--- src/rtl/prog_timer_if.sv ---
// Control/status bundle for prog_timer: the master drives the level-sampled
// controls, the slave (the timer) returns registered status.
interface prog_timer_if #(
  parameter int CNT_W = 32,
  parameter int PRE_W = 16
);
  logic             start;
  logic             stop;
  logic             pause;
  logic             periodic;
  logic [CNT_W-1:0] load;
  logic [PRE_W-1:0] prescale;
  logic             done;
  logic             busy;
  logic             paused;
  logic [CNT_W-1:0] remaining;
  logic [7:0]       done_cnt;

  modport master (
    output start, stop, pause, periodic, load, prescale,
    input  done, busy, paused, remaining, done_cnt
  );

  modport slave (
    input  start, stop, pause, periodic, load, prescale,
    output done, busy, paused, remaining, done_cnt
  );
endinterface

--- src/rtl/prog_timer.sv ---
// Programmable down-counting timer with prescaler, one-shot/auto-reload modes,
// pause, cancel and an expiry counter.
module prog_timer #(
  parameter int CNT_W = 32,
  parameter int PRE_W = 16
) (
  input  logic        clk,
  input  logic        rst_n,
  prog_timer_if.slave bus,
  output logic [1:0]  state_dbg
);

  // Controls are levels sampled on every rising edge, no handshake: priority
  // is stop > start > pause > counting; all status outputs are registered.
  typedef enum logic [1:0] {
    IDLE   = 2'd0,
    RUN    = 2'd1,
    PAUSED = 2'd2
  } state_t;

  state_t           state;
  logic [CNT_W-1:0] rem;
  logic [CNT_W-1:0] lat_l;
  logic [PRE_W-1:0] pcnt;
  logic [PRE_W-1:0] lat_p;
  logic             lat_mode;
  logic             done_r;
  logic [7:0]       dcnt;
  logic             advance;

  // A PAUSED edge that sees pause low already counts, so the number of frozen
  // edges equals the number of edges that sampled pause high.
  assign advance = !bus.stop && !bus.start && !bus.pause &&
                   (state == RUN || state == PAUSED);

  always_ff @(posedge clk) begin
    if (!rst_n) begin
      state    <= IDLE;
      rem      <= '0;
      lat_l    <= '0;
      pcnt     <= '0;
      lat_p    <= '0;
      lat_mode <= 1'b0;
      done_r   <= 1'b0;
      dcnt     <= 8'd0;
    end else begin
      done_r <= 1'b0;
      if (bus.stop) begin
        state <= IDLE;
        rem   <= '0;
        pcnt  <= '0;
      end else if (bus.start) begin
        lat_l    <= bus.load;
        lat_p    <= bus.prescale;
        lat_mode <= bus.periodic;
        pcnt     <= '0;
        if (bus.load == '0) begin
          done_r <= 1'b1;
          dcnt   <= 8'd1;
          rem    <= '0;
          state  <= IDLE;
        end else begin
          dcnt  <= 8'd0;
          rem   <= bus.load;
          state <= bus.pause ? PAUSED : RUN;
        end
      end else begin
        if (state == RUN && bus.pause) state <= PAUSED;
        if (state == PAUSED && !bus.pause) state <= RUN;
        if (advance) begin
          if (pcnt == lat_p) begin
            pcnt <= '0;
            if (rem > CNT_W'(1)) begin
              rem <= rem - CNT_W'(1);
            end else begin
              done_r <= 1'b1;
              dcnt   <= dcnt + 8'd1;
              if (lat_mode) begin
                rem <= lat_l;
              end else begin
                rem   <= '0;
                state <= IDLE;
              end
            end
          end else begin
            pcnt <= pcnt + PRE_W'(1);
          end
        end
      end
    end
  end

  assign bus.done      = done_r;
  assign bus.busy      = (state == RUN) || (state == PAUSED);
  assign bus.paused    = (state == PAUSED);
  assign bus.remaining = rem;
  assign bus.done_cnt  = dcnt;
  assign state_dbg     = state;

endmodule

--- src/flat_wrapper.sv ---
// flat-port wrapper written by rule: the top's interface ports become plain ports
module prog_timer_flat 
#(
  parameter int CNT_W = 32,
  parameter int PRE_W = 16
)
  (clk, rst_n, state_dbg, bus_start, bus_stop, bus_pause, bus_periodic, bus_load, bus_prescale, bus_done, bus_busy, bus_paused, bus_remaining, bus_done_cnt);
  prog_timer_if #(.CNT_W(CNT_W), .PRE_W(PRE_W)) bus_i ();
  input  logic clk;
  input  logic rst_n;
  output logic [1:0] state_dbg;
  input wire logic [$bits(bus_i.start)-1:0] bus_start;
  input wire logic [$bits(bus_i.stop)-1:0] bus_stop;
  input wire logic [$bits(bus_i.pause)-1:0] bus_pause;
  input wire logic [$bits(bus_i.periodic)-1:0] bus_periodic;
  input wire logic [$bits(bus_i.load)-1:0] bus_load;
  input wire logic [$bits(bus_i.prescale)-1:0] bus_prescale;
  output wire logic [$bits(bus_i.done)-1:0] bus_done;
  output wire logic [$bits(bus_i.busy)-1:0] bus_busy;
  output wire logic [$bits(bus_i.paused)-1:0] bus_paused;
  output wire logic [$bits(bus_i.remaining)-1:0] bus_remaining;
  output wire logic [$bits(bus_i.done_cnt)-1:0] bus_done_cnt;
  assign bus_i.start = bus_start;
  assign bus_i.stop = bus_stop;
  assign bus_i.pause = bus_pause;
  assign bus_i.periodic = bus_periodic;
  assign bus_i.load = bus_load;
  assign bus_i.prescale = bus_prescale;
  assign bus_done = bus_i.done;
  assign bus_busy = bus_i.busy;
  assign bus_paused = bus_i.paused;
  assign bus_remaining = bus_i.remaining;
  assign bus_done_cnt = bus_i.done_cnt;
  prog_timer #(.CNT_W(CNT_W), .PRE_W(PRE_W)) u_core (.clk(clk), .rst_n(rst_n), .bus(bus_i), .state_dbg(state_dbg));
endmodule
--- config.mk ---
export PLATFORM = sky130hd
export DESIGN_NAME = prog_timer_flat
export DESIGN_NICKNAME = d
export VERILOG_FILES = /design/src/rtl/prog_timer_if.sv /design/src/rtl/prog_timer.sv /design/src/flat_wrapper.sv
export SDC_FILE = /design/constraint.sdc
export NUM_CORES = 1
export LEC_CHECK = 0
export ABC_AREA = 1
export BUFFER_PORTS_ARGS = -buffer_cell sky130_fd_sc_hd__buf_2
export CAP_MARGIN = 20
export CORE_ASPECT_RATIO = 1.25
export CORE_MARGIN = 2
export CORE_UTILIZATION = 40
export CTS_CLUSTER_DIAMETER = 80
export CTS_CLUSTER_SIZE = 10
export DETAILED_ROUTE_END_ITERATION = 8
export PLACE_DENSITY = 0.58
export SLEW_MARGIN = 10
export SYNTH_ARGS = -nofsm -noshare
export SYNTH_HDL_FRONTEND = slang
export SYNTH_SLANG_ARGS = --single-unit
--- constraint.sdc ---
create_clock -name clk -period 1.7 [get_ports clk]
set_input_delay 0.34 -clock clk [delete_from_list [all_inputs] [get_ports clk]]
set_output_delay 0.34 -clock clk [all_outputs]
set_load 0.02 [all_outputs]
==> impl_metrics.ini, run 1 <==
[die]
die_h_um = 146
dieWidth_um = 118
ioPinCount = 99
dieArea_um2 = 17300
core.rowCount = 52
core_area_um2 = 16100
start_util_pct = 40.4

[placement]
place_congestion = 0.961
hpwl_um = 17800
port_buffers = 98

[setup_path]
cp.arrival_ns = 2.12
critPathMaxStageDelay_ns = 0.35
criticalPathCategory = flop to flop
required_ns = 2.00
startpoint_type = flop
cpLargestDelayFamily = simple AND/OR/NAND/NOR gates
path_buf_inv = 5
cp_slowest_cell = dfxtp_4
r2r_slack_ns = -0.12
cp_cell_sequence = inv_2, ha_4, nor2_4, nand2_2, inv_4, nand3_4, inv_4, nand3_4, nor2_8, buf_12, nor2_4, buf_4, o21ai_2, a21oi_1
path_max_fanout = 5
endpoint_kind = flop

[sta]
whs_ns = 0.186
slew_viol_final = 0
worst_slew_pin_slew_ns = 0.651
hold_viol = 0
achievable-frequency_mhz = 549
slew_headroom_pct = 56.6
finalCriticalPeriod_ns = 1.82
timing.final.ws_setup_ns = -0.120
fin_worst_skew_ns = 0.00975
post-route-period-util_pct = 107
setup_viol = 43
rsz0062_at_grt = yes

[synth]
yosys_most_used_dff = dfxtp_1
yosysSeqAreaShare_pct = 33.3
syn_area_per_cell_um2 = 6.32
ys_top_cells_by_area = dfxtp_1 (33%), nand2_1 (15%), nand3_1 (8.4%)
synth_top_family_by_area = simple AND/OR/NAND/NOR gates
synth_adder_area_share_pct = 1.16
synth.ff_latch_count = 108
ys_types = 38
ys_top_cells_by_count = nand2_1 (261), nor2_1 (124), inv_1 (110), nand3_1 (109), dfxtp_1 (108)
syn_inst = 1028
synth_top_area_share_pct = 33.3
yosysWarnings = 0
ys_async_sr_fraction_pct = 0
yosysMostFrequentCell = nand2_1
mappedNetlistNets = 1088
muxShareOfSynthArea_pct = 0
synth_compound_area_share_pct = 12.5
synth_xor_area_share_pct = 3.49
synth_top_cell_by_area = dfxtp_1
synth.cell_area_um2 = 6500
yosys.area_share.simple_pct = 39.5
synth-edff-count = 0

[cells_and_area]
final_nets = 1366
n_antenna_cell = 0
layout-drive-gt1-share_pct = 39.0
area_growth_pct = 50.6
fin_util_pct = 60.9

[routing]
vias = 7603
drc = 0
drtIter0Drc = 509
drt-wirelength-per-cell_um = 15.4
wl_um = 23600
dr.pass1.iters = 5
ant_nets = 0
via_per_inst = 4.98

[power_and_ir_drop]
p_leak_uw = 0.00467
power_uw = 6830
power.density_nw_per_um2 = 698
ir_worst_vdd_uv = 478

[clock_tree]
cts_tree = yes
htree_levels = 3
root_buffer = clkbuf_16
numCtsBuffers = 9
cts_sinks = 108
clock_path_buffers = 2
postCtsHoldBufs = 0
clock_latency_ns = 0.37
clkTransAtPathRegs_ns = 0.08

[global_routing]
grt_pass1_wl_um = 36800
use_met3_pct = 4.53
met1_usage_pct = 32.3
antenna_found_initial = 0
grt_pass1_vias = 7363
top_usage_layer = met2
track_usage_pct = 26.9
overflow = 0
grt_max_degree = 39
met2_usage_pct = 47.9

[run]
max_cap_viol_count = 0

[status]
violations = setup timing
run_status = finished, violations left

[hold_path]
hold_path_class = input port to flop
## sequential cells by signal (all words and copies together) (netlist names)
register,flops
u_core.bus.remaining,32
u_core.lat_mode,1
u_core.lat_l,32
u_core.bus.done,1
u_core.lat_p,16
u_core.bus.done_cnt,8
u_core.pcnt,16
u_core.state_dbg,2
## routing by layer
layer  share of wire (%)  vias up
li1                    -     3866
met1                  43     3500
met2                  51      185
met3                 3.8       52
met4                 3.0        0
met5                   0        -
## report_power, final
| group | total [uW] | internal, uW | switching [uW] |
|---|---|---|---|
| registers | 2700 | 2620 | 76.6 |
| logic | 1860 | 765 | 1090 |
| clock network | 2270 | 1170 | 1100 |
| total | 6830 | 4560 | 2270 |
## cell families after synthesis
logic type / count (synthesis)
compound gates: 158
simple gates: 568
fa+ha+maj: 6
xor+xnor: 25
buf+inv: 163
flops: 108
## worst reg2reg max path: stages, from the launching register on
cell and delay, ns:
dfxtp_4 0.35, inv_2 0.04, ha_4 0.27, nor2_4 0.04, nand2_2 0.08, inv_4 0.05
nand3_4 0.07, inv_4 0.05, nand3_4 0.07, nor2_8 0.05, buf_12 0.13, nor2_4 0.24
buf_4 0.17, o21ai_2 0.05, a21oi_1 0.10
## cell type report
class                      instances  area (um2)
fill                            1571        6290
tap                              216         270
clock buffer                       9         225
clock inverter                     7        83.8
inverter                         130         513
sequential                       108        2180
multi-input combinational        758        4370
timing repair buffer             299        2130
## cell usage in the layout (no fill, tap or decap), types with 7 or more instances in the layout
cell type and n:
clkbuf_16 9, buf_4 180, inv_2 21, a21oi_1 60, buf_6 14, dfxtp_2 8
nand2_4 9, nor2_1 89, inv_1 103, nand4_1 18, xnor2_1 8, dfxtp_1 97
nand3_4 7, nand2_1 237, nor3_1 8, nand3_1 91, a21oi_2 14, xor2_1 16
nor2_4 26, o21ai_2 18, nand3_2 18, o21ai_0 46, nand2_2 22, nor2_2 23
o21ai_1 8, buf_2 98
## path summary, 6_finish.rpt
check,start,to,depth (start not counted)
worst max register to register,u_core.state_dbg[0]$_SDFF_PP0_,u_core.pcnt[7]$_SDFFE_PP0P_,14
worst max-delay path,u_core.state_dbg[0]$_SDFF_PP0_,u_core.pcnt[7]$_SDFFE_PP0P_,14
worst min register to register,u_core.lat_p[3]$_SDFFE_PN0P_,u_core.lat_p[3]$_SDFFE_PN0P_,2
worst min-delay path,bus_periodic,u_core.lat_mode$_SDFFE_PN0P_,3
## metrics by stage
step | worst slack [ns] | cell area (um2) | setup TNS, ns | instances
floorplan | -0.115 | 6560 | -1.60 | 1028
global placement | -0.294 | 8520 | -10.12 | 1485
detailed placement | -0.336 | 8520 | -10.92 | 1485
CTS | -0.115 | 9390 | -2.42 | 1514
global route | -0.202 | 9780 | -7.53 | 1527
finish | -0.120 | 9780 | -2.12 | 1527
## what timing repair did
item / 4_1_cts / 5_1_grt
pin swaps: 36 / 29
buffers inserted: 11 / 13
gates resized for setup: 128 / 86
setup endpoints to repair: 57 / 58
gates cloned: 2 / 0
Note: power is estimated with default switching activity, not from simulation.
==> run 2, diff against run 1 <==
Settings changed: CTS_BUF_LIST set to sky130_fd_sc_hd__clkbuf_8, SETUP_SLACK_MARGIN set to 0.4.
==> impl_metrics.ini, run 2 (synthesized netlist as in run 1, its figures left out) <==
[sta]
timing.setup.tns_ns = -1.90
timing.final.ws_setup_ns = -0.114
fin_worst_skew_ns = 0.0120
rsz0062_at_grt = yes
slew_viol_final = 0
post-route-period-util_pct = 107
achievable-frequency_mhz = 551
slew_headroom_pct = 70.0
hold_viol = 0
whs_ns = 0.161
worst_slew_pin_slew_ns = 0.450
setup_viol = 45
finalCriticalPeriod_ns = 1.81

[setup_path]
cp_cell_sequence = inv_2, ha_4, nor2_4, nand2_2, inv_4, nand3_4, inv_4, nand3_4, nor2_8, buf_12, nor2_4, inv_4, nor3b_1
required_ns = 2.00
crit_start = u_core.state_dbg[0]$_SDFF_PP0_
r2r_slack_ns = -0.11
critPathMaxStageDelay_ns = 0.36
worst_r2r_path_depth = 13
worst_r2r_endpoint = u_core.pcnt[2]$_SDFFE_PP0P_
startpoint_type = flop
r2r-start = u_core.state_dbg[0]$_SDFF_PP0_
endpoint_kind = flop
path_max_fanout = 10
cp_slowest_cell = dfxtp_4
cp_common_cell = inv_4
criticalPathCategory = flop to flop
cp.arrival_ns = 2.12

[power_and_ir_drop]
p_leak_uw = 0.00490
ir_worst_vdd_uv = 375
power.density_nw_per_um2 = 595

[status]
violations = setup timing
run_status = finished, violations left

[routing]
ant_nets = 0
drtIter0Drc = 425
via_per_inst = 5.09
wl_um = 24600
drc = 0
drt-wirelength-per-cell_um = 15.9
vias = 7842
dr.pass1.iters = 6

[cells_and_area]
most-common-layout-cells = nand2_1 (226), buf_4 (149), inv_1 (103), buf_6 (97), nor2_1 (86)
final_common_cell = nand2_1
final_nets = 1380
instances_no_fill = 1541
n_antenna_cell = 0
area_growth_pct = 61.1
layout-drive-gt1-share_pct = 44.6

[die]
ioPinCount = 99
dieArea_um2 = 17300
dieWidth_um = 118
die_h_um = 146
start_util_pct = 40.4
core_area_um2 = 16100
core.rowCount = 52

[placement]
port_buffers = 98
hpwl_um = 18000
place_inst = 1489
place_congestion = 0.925

[run]
max_cap_viol_count = 0

[clock_tree]
htree_levels = 3
clock_path_buffers = 2
postCtsHoldBufs = 0
clock_latency_ns = 0.40
numCtsBuffers = 9
cts_tree = yes
clkTransAtPathRegs_ns = 0.10
cts_sinks = 108
root_buffer = clkbuf_8

[hold_path]
hold_path_class = input port to flop
holdCritStartpoint = bus_periodic
whs_endpoint = u_core.lat_mode$_SDFFE_PN0P_
worstHoldPathCells = 3

[global_routing]
overflow = 0
track_usage_pct = 28.0
grt_max_degree = 39
antenna_found_initial = 0
grt_pass1_wl_um = 38500
grt_pass1_vias = 7743
-- run 2: changes by cell type in the layout (fill, tap and decap cells not counted), moves of 8 or more --
cell | previous run | this run
buf_6 | 14 | 97
buf_2 | 98 | 54
dfxtp_1 | 97 | 54
buf_4 | 180 | 149
dfxtp_2 | 8 | 33
dfxtp_4 | 3 | 21
clkbuf_8 | 0 | 11
nand2_1 | 237 | 226
nand2_2 | 22 | 33
clkbuf_16 | 9 | 0
nand3_1 | 91 | 82
nand3_2 | 18 | 26
-- run 2: through the flow --
stage               setup slack (ns)  power, uW  util, %  instance area [um2]
floorplan                     -0.115       3630        -                 6570
global placement              -0.249       4340     53.5                 8600
detailed placement            -0.240       4350     53.5                 8600
CTS                          -0.0652       6090     61.2                 9830
global route                  -0.209       6520     65.1                10500
finish                        -0.114       6230     65.1                10500
-- run 2: how the worst max path moves through the flow --
stage          slack, ns                                     to  cells past startpoint
6_report           -0.11            u_core.pcnt[2]$_SDFFE_PP0P_                     13
3_5_place_dp       -0.24            u_core.pcnt[4]$_SDFFE_PP0P_                     13
3_3_place_gp       -0.25  u_core.bus.remaining[26]$_SDFFE_PP0P_                     10
2_1_floorplan      -0.11  u_core.bus.remaining[11]$_SDFFE_PP0P_                     13
4_1_cts            -0.07  u_core.bus.remaining[15]$_SDFFE_PP0P_                     14
5_1_grt            -0.21            u_core.pcnt[2]$_SDFFE_PP0P_                     13
-- run 2: area by class of cell --
class	instances	area [um2]
fillers	1444	5610
repair inverters	1	16.3
repair buffers	313	2740
clock buffers	11	151
well taps	216	270
clock inverters	5	27.5
multi-input cells	757	4470
inverters	130	510
flip-flops and latches	108	2280
-- run 2: report_power, final --
group,leakage [uW],internal (uW),switching [uW]
Sequential,0.000912,2610,81.1
Combinational,0.00389,852,1120
Clock,0.000100,606,957
Total,0.00490,4070,2160
-- run 2: what timing repair did --
| item | in CTS | in global routing |
|---|---|---|
| pin swaps | 43 | 35 |
| setup buffers | 18 | 16 |
| setup endpoints to repair | 102 | 110 |
| cloned | 2 | 0 |
| gates resized for setup | 261 | 161 |
-- run 2: per-layer routing --
metal / routed length, um / vias up / GRT usage (%)
met3: 1110 / 37 / 4.77
met2: 12800 / 220 / 50.2
met5: 0 / - / 0
met1: 10000 / 3687 / 33.0
li1: - / 3898 / -
met4: 647 / 0 / 11.1
-- run 2: worst max-delay path, delay by kind of cell (launching register included) --
| kind | cells | cell delay (ns) |
|---|---|---|
| buf+inv | 5 | 0.37 |
| fa+ha+maj | 1 | 0.27 |
| simple gates | 7 | 0.72 |
| flops | 1 | 0.36 |
==> run 3, diff against run 2 <==
Settings changed: BUFFER_PORTS_ARGS -buffer_cell sky130_fd_sc_hd__buf_2 to unset, DONT_BUFFER_PORTS set to 1, PLACE_DENSITY 0.58 to 0.52.
==> impl_metrics.ini, run 3 (synthesized netlist as in run 1, its figures left out) <==
[setup_path]
endpoint_kind = flop
cp_common_cell = inv_4
worst_r2r_path_depth = 14
criticalPathCategory = flop to flop
path_max_fanout = 6
cp.arrival_ns = 2.12
startpoint_type = flop
required_ns = 2.01
cp_cell_sequence = inv_4, ha_4, nor2_4, nand2_2, inv_4, nand3_4, inv_4, nand3_4, nor2_8, buf_12, nor2_4, buf_12, nand2_2, o21ai_1
critPathMaxStageDelay_ns = 0.37
cp_slowest_cell = dfxtp_4

[die]
core_area_um2 = 16100
dieWidth_um = 118
ioPinCount = 99
core.rowCount = 52
dieArea_um2 = 17300
die_h_um = 146
start_util_pct = 40.4

[clock_tree]
postCtsHoldBufs = 0
root_buffer = clkbuf_8
htree_levels = 3
clock_path_buffers = 2
cts_sinks = 108
clock_latency_ns = 0.40
numCtsBuffers = 9
cts_tree = yes
clkTransAtPathRegs_ns = 0.12

[power_and_ir_drop]
p_leak_uw = 0.00452
power.density_nw_per_um2 = 651
ir_worst_vdd_uv = 373

[placement]
port_buffers = 0
hpwl_um = 18100
dpl_worst_slack_ns = -0.302
place_area_um2 = 8210
place_inst = 1412
place_congestion = 0.882

[routing]
drt-wirelength-per-cell_um = 17.0
ant_nets = 0
via_per_inst = 5.14
dr.pass1.iters = 5
drtIter0Drc = 482
wl_um = 24700
drc = 0
vias = 7483

[sta]
finalCriticalPeriod_ns = 1.81
post-route-period-util_pct = 107
timing.final.ws_setup_ns = -0.112
rsz0062_at_grt = yes
whs_ns = 0.0374
setup_viol = 56
fin_worst_skew_ns = 0.0127
slew_viol_final = 0
worst_slew_pin_slew_ns = 0.729
achievable-frequency_mhz = 552
slew_headroom_pct = 51.4
hold_viol = 0

[cells_and_area]
nFillCells = 1538
area_growth_pct = 52.5
n_antenna_cell = 0
final_cell_area_um2 = 9910
instances_no_fill = 1455
most-common-layout-cells = nand2_1 (214), buf_4 (167), inv_1 (98), nor2_1 (84), nand3_1 (83)
layout-drive-gt1-share_pct = 42.6
fin_util_pct = 61.6
final_nets = 1294
final_common_cell = nand2_1

[global_routing]
grt_pass1_wl_um = 37700
track_usage_pct = 27.7
grt_pass1_vias = 7255
overflow = 0
grt_max_degree = 43
antenna_found_initial = 0

[hold_path]
hold_path_class = input port to flop
worstHoldPathCells = 2

[run]
max_cap_viol_count = 0

[status]
violations = setup timing
run_status = finished, violations left
## run 3: area by class of cell
| type | count | area (um2) | share of cell area, % |
|---|---|---|---|
| Sequential cell | 108 | 2280 | 23.0 |
| Clock buffer | 11 | 151 | 1.53 |
| Tap cell | 216 | 270 | 2.73 |
| Clock inverter | 5 | 81.3 | 0.821 |
| Timing Repair Buffer | 228 | 2030 | 20.4 |
| Inverter | 130 | 512 | 5.17 |
| Multi-Input combinational cell | 757 | 4590 | 46.3 |
## run 3: worst paths after layout
kind	from	end	slack, ns
max	u_core.state_dbg[0]$_SDFF_PP0_	u_core.bus.remaining[3]$_SDFFE_PP0P_	-0.11
min	bus_load[13]	u_core.lat_l[13]$_SDFFE_PN0P_	0.04
max reg2reg	u_core.state_dbg[0]$_SDFF_PP0_	u_core.bus.remaining[3]$_SDFFE_PP0P_	-0.11
min reg2reg	u_core.lat_l[20]$_SDFFE_PN0P_	u_core.lat_l[20]$_SDFFE_PN0P_	0.48
## run 3: repair_timing
action                                 CTS  global route
endpoints found under the hold margin    0             0
cloned                                   0             2
resized for setup                      185           182
buffers inserted                        11            14
pin swaps                               38            46
setup endpoints to repair               80            88
## run 3: per-layer routing
| metal | vias to the layer above | global-route usage (%) | routed length [um] |
|---|---|---|---|
| met5 | - | 0 | 0 |
| met4 | 0 | 13.6 | 778 |
| met3 | 55 | 4.02 | 1170 |
| met2 | 247 | 48.6 | 12800 |
| met1 | 3457 | 33.1 | 9960 |
| li1 | 3724 | - | - |
## run 3: power by group
part	total, uW	switching [uW]	leakage (uW)	internal, uW
registers	2690	81.0	0.000910	2610
clock network	1930	1010	0.000116	915
logic	1830	1050	0.00349	771
total	6440	2150	0.00452	4300
## run 3: critical path, delay by kind of cell (launching register included)
| kind | cells | cell delay (ns) |
|---|---|---|
| AO/OA/AOI/OAI | 1 | 0.05 |
| adder cells (fa/ha/maj) | 1 | 0.22 |
| buffers and inverters | 5 | 0.47 |
| flip-flops | 1 | 0.37 |
| AND/OR/NAND/NOR | 7 | 0.59 |
## run 3: per-stage QoR
step                power, uW  setup TNS, ns
floorplan                3630          -1.78
global placement         4240          -7.82
detailed placement       4240          -7.84
CTS                      6260         -0.995
global route             6710          -8.38
finish                   6440          -2.91
